File: config.mk
export PLATFORM = sky130hd
export DESIGN_NAME = dmi_initiator_flat
export DESIGN_NICKNAME = d
export VERILOG_FILES = /design/src/rtl/dmi_initiator_if.sv /design/src/rtl/dmi_initiator.sv /design/src/flat_wrapper.sv
export SDC_FILE = /design/constraint.sdc
export NUM_CORES = 1
export LEC_CHECK = 0
export ABC_AREA = 1
export CAP_MARGIN = 0
export CORE_MARGIN = 10
export CORE_UTILIZATION = 40
export CTS_BUF_LIST = sky130_fd_sc_hd__clkbuf_8 sky130_fd_sc_hd__clkbuf_16
export DETAILED_ROUTE_END_ITERATION = 12
export HOLD_SLACK_MARGIN = 0.12
export PLACE_DENSITY = 0.8
export SETUP_SLACK_MARGIN = 0.1
export SLEW_MARGIN = 25
export SYNTH_ARGS = -nofsm -noshare
export SYNTH_HDL_FRONTEND = slang
export SYNTH_SLANG_ARGS = --single-unit
File: constraint.sdc
create_clock -name iClk -period 1.7 [get_ports iClk]
set_clock_uncertainty 0.1 [all_clocks]
set_input_delay 0.255 -clock iClk [delete_from_list [all_inputs] [get_ports iClk]]
set_output_delay 0.255 -clock iClk [all_outputs]
set_load 0.05 [all_outputs]
File: src/rtl/dmi_initiator_if.sv
// DMI initiator bus bundle: transport-side request/response plus the DM register access port.
// The master modport is the initiator's view; slave is the transport/DM environment's view.
interface dmi_initiator_if #(
  parameter int unsigned ABITS = 7
) ();
  logic             iReqValid;
  logic [1:0]       iReqOp;
  logic [ABITS-1:0] iReqAddr;
  logic [31:0]      iReqData;
  logic             iDmiReset;
  logic             iDmiHardReset;
  logic             oReqReady;
  logic             oRespValid;
  logic [1:0]       oRespOp;
  logic [31:0]      oRespData;
  logic [1:0]       oDmiStat;
  logic [ABITS-1:0] oDmAddr;
  logic [31:0]      oDmWdata;
  logic             oDmWrite;
  logic             oDmAccessValid;
  logic [31:0]      iDmRdata;
  logic             iDmAck;
  logic             iDmError;

  modport master (
    input  iReqValid, iReqOp, iReqAddr, iReqData, iDmiReset, iDmiHardReset,
    input  iDmRdata, iDmAck, iDmError,
    output oReqReady, oRespValid, oRespOp, oRespData, oDmiStat,
    output oDmAddr, oDmWdata, oDmWrite, oDmAccessValid
  );

  modport slave (
    output iReqValid, iReqOp, iReqAddr, iReqData, iDmiReset, iDmiHardReset,
    output iDmRdata, iDmAck, iDmError,
    input  oReqReady, oRespValid, oRespOp, oRespData, oDmiStat,
    input  oDmAddr, oDmWdata, oDmWrite, oDmAccessValid
  );
endinterface

File: src/rtl/dmi_initiator.sv
// DMI bus master: accepts one transport-side DMI op, performs a single DM register access and
// returns a one-cycle status/data response, tracking the sticky dmistat.
module dmi_initiator #(
  parameter int unsigned ABITS   = 7,
  parameter int unsigned TIMEOUT = 64
) (
  input logic             iClk,
  input logic             iRst,
  dmi_initiator_if.master bus
);
  localparam int unsigned CntW = $clog2(TIMEOUT + 1);

  localparam logic [1:0] StIdle   = 2'd0;
  localparam logic [1:0] StAccess = 2'd1;
  localparam logic [1:0] StResp   = 2'd2;

  localparam logic [1:0] OpRead  = 2'd1;
  localparam logic [1:0] OpWrite = 2'd2;

  localparam logic [1:0] StatOk     = 2'd0;
  localparam logic [1:0] StatFailed = 2'd2;
  localparam logic [1:0] StatBusy   = 2'd3;

  logic [1:0]       state_q, state_d;
  logic [1:0]       stat_q, stat_d;
  logic [CntW-1:0]  cnt_q, cnt_d;
  logic [1:0]       op_q, op_d;
  logic [ABITS-1:0] addr_q, addr_d;
  logic [31:0]      wdata_q, wdata_d;
  logic [1:0]       resp_op_q, resp_op_d;
  logic [31:0]      resp_data_q, resp_data_d;
  logic             in_access, in_resp;

  always_comb begin
    state_d     = state_q;
    stat_d      = stat_q;
    cnt_d       = cnt_q;
    op_d        = op_q;
    addr_d      = addr_q;
    wdata_d     = wdata_q;
    resp_op_d   = resp_op_q;
    resp_data_d = resp_data_q;
    case (state_q)
      StIdle: begin
        if (bus.iReqValid) begin
          op_d    = bus.iReqOp;
          addr_d  = bus.iReqAddr;
          wdata_d = bus.iReqData;
          // A pending sticky error or a nop short-circuits straight to the response.
          if (stat_q != StatOk || (bus.iReqOp != OpRead && bus.iReqOp != OpWrite)) begin
            state_d     = StResp;
            resp_op_d   = stat_q;
            resp_data_d = '0;
          end else begin
            state_d = StAccess;
            cnt_d   = CntW'(1);
          end
        end
      end
      StAccess: begin
        if (bus.iDmAck) begin
          state_d     = StResp;
          resp_op_d   = bus.iDmError ? StatFailed : StatOk;
          resp_data_d = (op_q == OpRead) ? bus.iDmRdata : '0;
          if (bus.iDmError && stat_q == StatOk) stat_d = StatFailed;
        end else if (cnt_q == CntW'(TIMEOUT)) begin
          state_d     = StResp;
          resp_op_d   = StatFailed;
          resp_data_d = '0;
          if (stat_q == StatOk) stat_d = StatFailed;
        end else begin
          cnt_d = cnt_q + CntW'(1);
        end
        // A failure recorded this same cycle takes precedence over the busy violation.
        if (bus.iReqValid && stat_d == StatOk) stat_d = StatBusy;
      end
      StResp: begin
        state_d = StIdle;
        cnt_d   = '0;
        if (bus.iReqValid && stat_q == StatOk) stat_d = StatBusy;
      end
      default: state_d = StIdle;
    endcase
    if (bus.iDmiReset) stat_d = StatOk;
    if (bus.iDmiHardReset) begin
      state_d = StIdle;
      stat_d  = StatOk;
      cnt_d   = '0;
    end
  end

  always_ff @(posedge iClk) begin
    if (iRst) begin
      state_q     <= StIdle;
      stat_q      <= StatOk;
      cnt_q       <= '0;
      op_q        <= '0;
      addr_q      <= '0;
      wdata_q     <= '0;
      resp_op_q   <= '0;
      resp_data_q <= '0;
    end else begin
      state_q     <= state_d;
      stat_q      <= stat_d;
      cnt_q       <= cnt_d;
      op_q        <= op_d;
      addr_q      <= addr_d;
      wdata_q     <= wdata_d;
      resp_op_q   <= resp_op_d;
      resp_data_q <= resp_data_d;
    end
  end

  assign in_access = (state_q == StAccess);
  assign in_resp   = (state_q == StResp);

  assign bus.oReqReady      = (state_q == StIdle);
  assign bus.oRespValid     = in_resp;
  assign bus.oRespOp        = in_resp ? resp_op_q : '0;
  assign bus.oRespData      = in_resp ? resp_data_q : '0;
  assign bus.oDmiStat       = stat_q;
  assign bus.oDmAccessValid = in_access;
  assign bus.oDmWrite       = in_access && (op_q == OpWrite);
  assign bus.oDmAddr        = in_access ? addr_q : '0;
  assign bus.oDmWdata       = in_access ? wdata_q : '0;
endmodule

File: src/flat_wrapper.sv
// flat-port wrapper written by rule: the top's interface ports become plain ports
module dmi_initiator_flat 
#(
  parameter int unsigned ABITS   = 7,
  parameter int unsigned TIMEOUT = 64
)
  (iClk, iRst, bus_iReqValid, bus_iReqOp, bus_iReqAddr, bus_iReqData, bus_iDmiReset, bus_iDmiHardReset, bus_iDmRdata, bus_iDmAck, bus_iDmError, bus_oReqReady, bus_oRespValid, bus_oRespOp, bus_oRespData, bus_oDmiStat, bus_oDmAddr, bus_oDmWdata, bus_oDmWrite, bus_oDmAccessValid);
  dmi_initiator_if #(.ABITS(ABITS)) bus_i ();
  input logic iClk;
  input logic iRst;
  input wire logic [$bits(bus_i.iReqValid)-1:0] bus_iReqValid;
  input wire logic [$bits(bus_i.iReqOp)-1:0] bus_iReqOp;
  input wire logic [$bits(bus_i.iReqAddr)-1:0] bus_iReqAddr;
  input wire logic [$bits(bus_i.iReqData)-1:0] bus_iReqData;
  input wire logic [$bits(bus_i.iDmiReset)-1:0] bus_iDmiReset;
  input wire logic [$bits(bus_i.iDmiHardReset)-1:0] bus_iDmiHardReset;
  input wire logic [$bits(bus_i.iDmRdata)-1:0] bus_iDmRdata;
  input wire logic [$bits(bus_i.iDmAck)-1:0] bus_iDmAck;
  input wire logic [$bits(bus_i.iDmError)-1:0] bus_iDmError;
  output wire logic [$bits(bus_i.oReqReady)-1:0] bus_oReqReady;
  output wire logic [$bits(bus_i.oRespValid)-1:0] bus_oRespValid;
  output wire logic [$bits(bus_i.oRespOp)-1:0] bus_oRespOp;
  output wire logic [$bits(bus_i.oRespData)-1:0] bus_oRespData;
  output wire logic [$bits(bus_i.oDmiStat)-1:0] bus_oDmiStat;
  output wire logic [$bits(bus_i.oDmAddr)-1:0] bus_oDmAddr;
  output wire logic [$bits(bus_i.oDmWdata)-1:0] bus_oDmWdata;
  output wire logic [$bits(bus_i.oDmWrite)-1:0] bus_oDmWrite;
  output wire logic [$bits(bus_i.oDmAccessValid)-1:0] bus_oDmAccessValid;
  assign bus_i.iReqValid = bus_iReqValid;
  assign bus_i.iReqOp = bus_iReqOp;
  assign bus_i.iReqAddr = bus_iReqAddr;
  assign bus_i.iReqData = bus_iReqData;
  assign bus_i.iDmiReset = bus_iDmiReset;
  assign bus_i.iDmiHardReset = bus_iDmiHardReset;
  assign bus_i.iDmRdata = bus_iDmRdata;
  assign bus_i.iDmAck = bus_iDmAck;
  assign bus_i.iDmError = bus_iDmError;
  assign bus_oReqReady = bus_i.oReqReady;
  assign bus_oRespValid = bus_i.oRespValid;
  assign bus_oRespOp = bus_i.oRespOp;
  assign bus_oRespData = bus_i.oRespData;
  assign bus_oDmiStat = bus_i.oDmiStat;
  assign bus_oDmAddr = bus_i.oDmAddr;
  assign bus_oDmWdata = bus_i.oDmWdata;
  assign bus_oDmWrite = bus_i.oDmWrite;
  assign bus_oDmAccessValid = bus_i.oDmAccessValid;
  dmi_initiator #(.ABITS(ABITS), .TIMEOUT(TIMEOUT)) u_core (.iClk(iClk), .iRst(iRst), .bus(bus_i));
endmodule
Word-level counts from Yosys, hierarchy flattened
Cells that the tools add are included.
{"block": "word_totals", "ramBits": 0, "latch_bits": 0, "inputBits": 80, "out_inout_bits": 79, "rom_bits": 0, "n_memories": 0, "reg_bits": 86}
{"block": "classes", "n_eq_ne": 14, "div_mod_pow": 0, "n_mux": 33, "n_bitwise": 0, "add_sub_neg": 1, "n_shift": 0, "reduce_logical": 20, "magnitude_cmp": 0, "multipliers": 0}
{"cell": "$mux 32", "n": 7}
{"cell": "$pmux 32 s2", "n": 1}
{"cell": "$mux 7", "n": 5}
{"cell": "$mux 2", "n": 16}
{"cell": "$pmux 7 s3", "n": 1}
{"cell": "$ne 2x2->1 const B", "n": 6}
{"cell": "$pmux 2 s2", "n": 3}
{"cell": "$add 7x1->7 const B", "n": 1}
{"cell": "$eq 7x7->1 const B", "n": 1}
{"cell": "$logic_not 2->1", "n": 3}
{"cell": "$reduce_and 2->1", "n": 3}
{"cell": "$reduce_bool 2->1", "n": 3}
{"cell": "$logic_and 1x1->1", "n": 5}
{"cell": "$reduce_and 5->1", "n": 1}
{"cell": "$eq 2x1->1 const B", "n": 2}
{"cell": "$eq 2x2->1 const B", "n": 2}
{"cell": "$ne 2x1->1 const B", "n": 2}
{"cell": "$reduce_and 4->1", "n": 1}
{"cell": "$ne 3x3->1 const B", "n": 1}
{"cell": "$reduce_bool 3->1", "n": 1}
{"cell": "$reduce_or 3->1", "n": 1}
{"cell": "$reduce_or 2->1", "n": 1}
{"cell": "$logic_or 1x1->1", "n": 1}

Longest topological paths before layout
{"block": "depth", "ltp_word": 9, "mapped_depth": 12, "depth_no_buf": 11}

Worst setup path before layout
No wires, ideal clock.
{"block": "synth_timing", "path_type": "flip-flop to output port", "start": "register u_core.state_q[1]", "end": "output port bus_oDmWrite", "setup_slack_ns": -1.071, "arrival_ns": 2.416, "required_time_ns": 1.345, "stages_incl_launch_ff": 7, "n_path_buf": 2, "path_cell_list": "dfxtp_1 > inv_1 > ha_1 > buf_2 > buf_2 > inv_1 > nor3_1"}
{"block": "synth_via", "elab_chain_len": 2}
{"item": "start, declared", "line_no": "dmi_initiator.sv:24", "source": "logic [1:0] state_q, state_d;"}
{"item": "start signal, assigned", "line_no": "dmi_initiator.sv:94", "source": "state_q <= StIdle;"}
{"item": "start signal, assigned", "line_no": "dmi_initiator.sv:103", "source": "state_q <= state_d;"}
{"item": "$eq 2x1->1", "line_no": "dmi_initiator.sv:114", "source": "assign in_access = (state_q == StAccess);"}
{"item": "via bus_oDmAccessValid", "line_no": "flat_wrapper.sv:28", "source": "output wire logic [$bits(bus_i.oDmAccessValid)-1:0] bus_oDmAccessValid;"}
{"item": "$logic_and 1x1->1", "line_no": "dmi_initiator.sv:123", "source": "assign bus.oDmWrite = in_access && (op_q == OpWrite);"}
{"item": "end, declared", "line_no": "flat_wrapper.sv:27", "source": "output wire logic [$bits(bus_i.oDmWrite)-1:0] bus_oDmWrite;"}
The timed path passes the listed nets, and every way through them passes these cells.

Final worst setup path
{"block": "layout_timing", "start": "register u_core.state_q[1]", "end": "register u_core.resp_data_q[5]"}
{"block": "layout_via", "elab_chain_len": 3, "elab_cells_between_ends": 8, "classes_between": "4 x eq/ne; 1 x mux; 3 x reduce/logical"}
{"item": "$eq 2x1->1 or $logic_not 2->1 (tied branches)", "line_no": "dmi_initiator.sv:43", "source": "case (state_q)"}
{"item": "$ne 3x3->1 (no source line), or another cell as far along"}
{"item": "$reduce_and 4->1 (no source line)"}
{"item": "end signal, assigned", "line_no": "dmi_initiator.sv:110", "source": "resp_data_q <= resp_data_d;"}
{"item": "end, declared", "line_no": "dmi_initiator.sv:31", "source": "logic [31:0] resp_data_q, resp_data_d;"}
Several ways; a longest one is shown, not always the timed one.
A chain may end at the register's enable or synchronous reset.

==> impl_results.md <==
- Worst hold path type: in2reg
- TritonCTS sink count: 86
- Overall power: approximately 0.0061 W
- Max incr delay on CP: 390 ps
- Initial antenna violation count: 1
- Die W: between 100 and 150 um
- # H-tree levels: 3
- VDD IR max: between 500 and 600 uV
- Critical Path Most Common Cell: buf_12
- Worst-Skew Late Latency: 400 ps
- Clock Root Buffer: clkbuf_8
- Mapped Area: 0.004302 mm2
- Clk slew on worst S/H paths: around 90 ps
- Power Dens Cells: approximately 650 mW/mm2
- Antenna viol nets, final: 0
- Fillers: 381
- Actual transition at the worst max-transition pin: 488.2 ps
- 1st-pass router iterations: 5
- Port Buf Inserts: between 150 and 200
- Largest net degree at the start of global routing: 65
- Leakage: 3.859 nW
- Share of cells above drive strength 1: about 51%
- Setup slack, reg-to-reg: -390 ps
- Final WL: ~25 mm
- Num rows: 37
- Die H: 123.7 um
- Starting density of the core: 41.30%
- Synth warn: 0
- Outcome: finished, violations left
- Gr ovfl total: 0
- Vias per Instance: about 5.6
- Max Slew Vio Count: 0
- CTS tree: built
- Final number of hold-violating endpoints: 0
- Flip-flop and latch area: between 0.0015 and 0.002 mm2
- Gr usage total: a little over a quarter
- Critical Path Sink Type: flip-flop
- Detailed-route wire length per cell: between 20 and 25 um
- WP data arrival: 2310 ps
- Area contributors post-synth: dfxtp_1 (40%), nand2_1 (18%), nor2_1 (14%)
- Crit Path Max Fanout: 7
- CTS Buf Count: 9
- Min-delay src: bus_iReqAddr[6]
- Commonest non-fill, non-tap cells in the layout: buf_12 (99), nand2_1 (97), nor2_1 (95)
- Hold-fix buffers, CTS: 0
- RSZ-0062 raised after global routing: true
- Via Count: slightly below 6000
- Required @ worst endpoint: 1920 ps
- Critical Path Source: u_core.state_q[1]
- R2R Path Start: u_core.state_q[1]
- First-pass GRT wire length: approximately 31 mm
- Area of the multi-input gates: approximately 0.003 mm2
- Achievable frequency: between 400 and 500 MHz
- Vias in the first global route: 5767
- Placer Congestion: about 0.83
- Setup TNS: -33350 ps
- I/O pin total: ~160
- Unique masters post-synth: 26
- Die area: between 0.015 and 0.02 mm2
- Final net count: a little under 1000
- Area of the core: 0.01042 mm2
- Max_slew headroom: around two thirds
- Yosys top cell area share: 40.02%
- CP max-delay cell: dfxtp_4
- Fin crit share: 123.0%
- Largest area contributor in the netlist: dfxtp_1
- Syn nets: slightly below 800
- Synthesized area per cell: 6.225 um2
- Commonest non-fill, non-tap cell in the layout: buf_12
- Final setup fails: roughly 160
- Seq cells post-synth: 86
- Clock buffer depth: 2
- DRC: 0
- DRT iter0 DRCs: a little under 600
- Failing checks: setup timing
- Crit Path Category: reg2reg
- Crit path time final: between 2000 and 2500 ps
- Detailed placement HPWL: between 10 and 15 mm
- Max Cap Viol: 0
- CP Launch Type: flip-flop
- Crit path cell chain: inv_4, ha_4, buf_12, buf_8, nor2_4, o21bai_4, nor2_8, buf_12, buf_6, buf_16, nand2_2, nand2_1, nor2_1
- Register area share after synthesis: 40.02%
- Final setup margin: -391.1 ps
- Post-Syn Instances: 691
- Syn-to-layout area delta: 118.1%
-- where the power goes --
group          switching [W]  internal [W]
Combinational        0.00113       0.00110
Clock               0.000865      0.000611
Sequential          0.000233       0.00220
Total                0.00223       0.00391
-- path summary, 6_finish.rpt --
check / end / cells after the start
worst max-delay path: u_core.resp_data_q[5] / 13
worst min-delay path: u_core.addr_q[6] / 3
worst min register to register: u_core.wdata_q[6] / 2
worst max register to register: u_core.resp_data_q[5] / 13
-- area by class of cell --
type | instances | share of cell area [%]
timing repair buffer | 235 | 38.26
antenna | 1 | 0.02667
tap | 136 | 1.814
sequential | 86 | 18.44
clock buffer | 11 | 1.614
multi-input combinational | 470 | 32.39
inverter | 100 | 7.108
clock inverter | 5 | 0.3467
-- worst max-delay path: cells and delay by family (launching register included) --
kind,cells,cell delay (ps)
compound gates,1,190
fa+ha+maj,1,190
buf+inv,6,690
flops,1,390
simple gates,5,450
-- kinds of logic after synthesis --
kind of cell | count (synthesis) | synth area share (%)
simple gates | 392 | 35.89
fa+ha+maj | 5 | 1.454
buf+inv | 135 | 12.86
flops | 86 | 40.02
compound gates | 73 | 9.773
-- Yosys cell counts --
master / number
dfxtp_1: 86
nand2_4: 1
nand3_1: 9
inv_1: 99
buf_6: 5
or2_2: 2
a21oi_1: 11
buf_1: 2
o21bai_1: 13
nand2_1: 211
nor2_8: 1
ha_1: 5
o21ai_0: 44
o21ai_1: 1
nor2_1: 157
a31oi_1: 1
clkbuf_1: 21
nor3_1: 2
buf_2: 7
clkinv_1: 1
o22ai_1: 1
nand3_2: 2
nor2_2: 3
o21bai_4: 1
o21bai_2: 1
nand4_1: 4
-- stage by stage --
step | hold slack, ps | instances | util [%] | setup WS [ps] | instance area (um2)
2_1_floorplan | 226.6 | 691 | - | -66.92 | 5007
3_3_place_gp | 362.1 | 981 | 72.90 | -102.3 | 7594
3_5_place_dp | 374.9 | 981 | 72.90 | -144.0 | 7594
4_1_cts | 389.9 | 1028 | 84.25 | -215.0 | 8776
5_1_grt | 410.3 | 1044 | 90.08 | -419.4 | 9383
6_report | 387.5 | 1044 | 90.08 | -391.1 | 9383
-- sequential cells by signal (all words and copies together) (netlist names) --
signal	cells
u_core.resp_data_q	32
u_core.wdata_q	32
u_core.addr_q	7
u_core.cnt_q	7
u_core.bus.oDmiStat	2
u_core.op_q	2
u_core.resp_op_q	2
u_core.state_q	2
-- per-layer routing --
layer | up-vias | part of all wire, % | global-route usage (%) | routed length [um]
met5 | - | 0 | 0 | 0
met3 | 142 | 8.0 | 5.430 | 1974
li1 | 2491 | - | - | -
met4 | 0 | 6.9 | 17.10 | 1703
met2 | 426 | 50 | 46.79 | 12450
met1 | 2812 | 35 | 27.18 | 8660
-- timing repair --
item                                    in CTS  in global routing
resized for setup                          168                111
endpoints found under the setup margin     134                163
pin swaps                                   30                 44
cloned                                      12                  5
setup buffers                               19                 11
(Power assumes the default switching activity.)
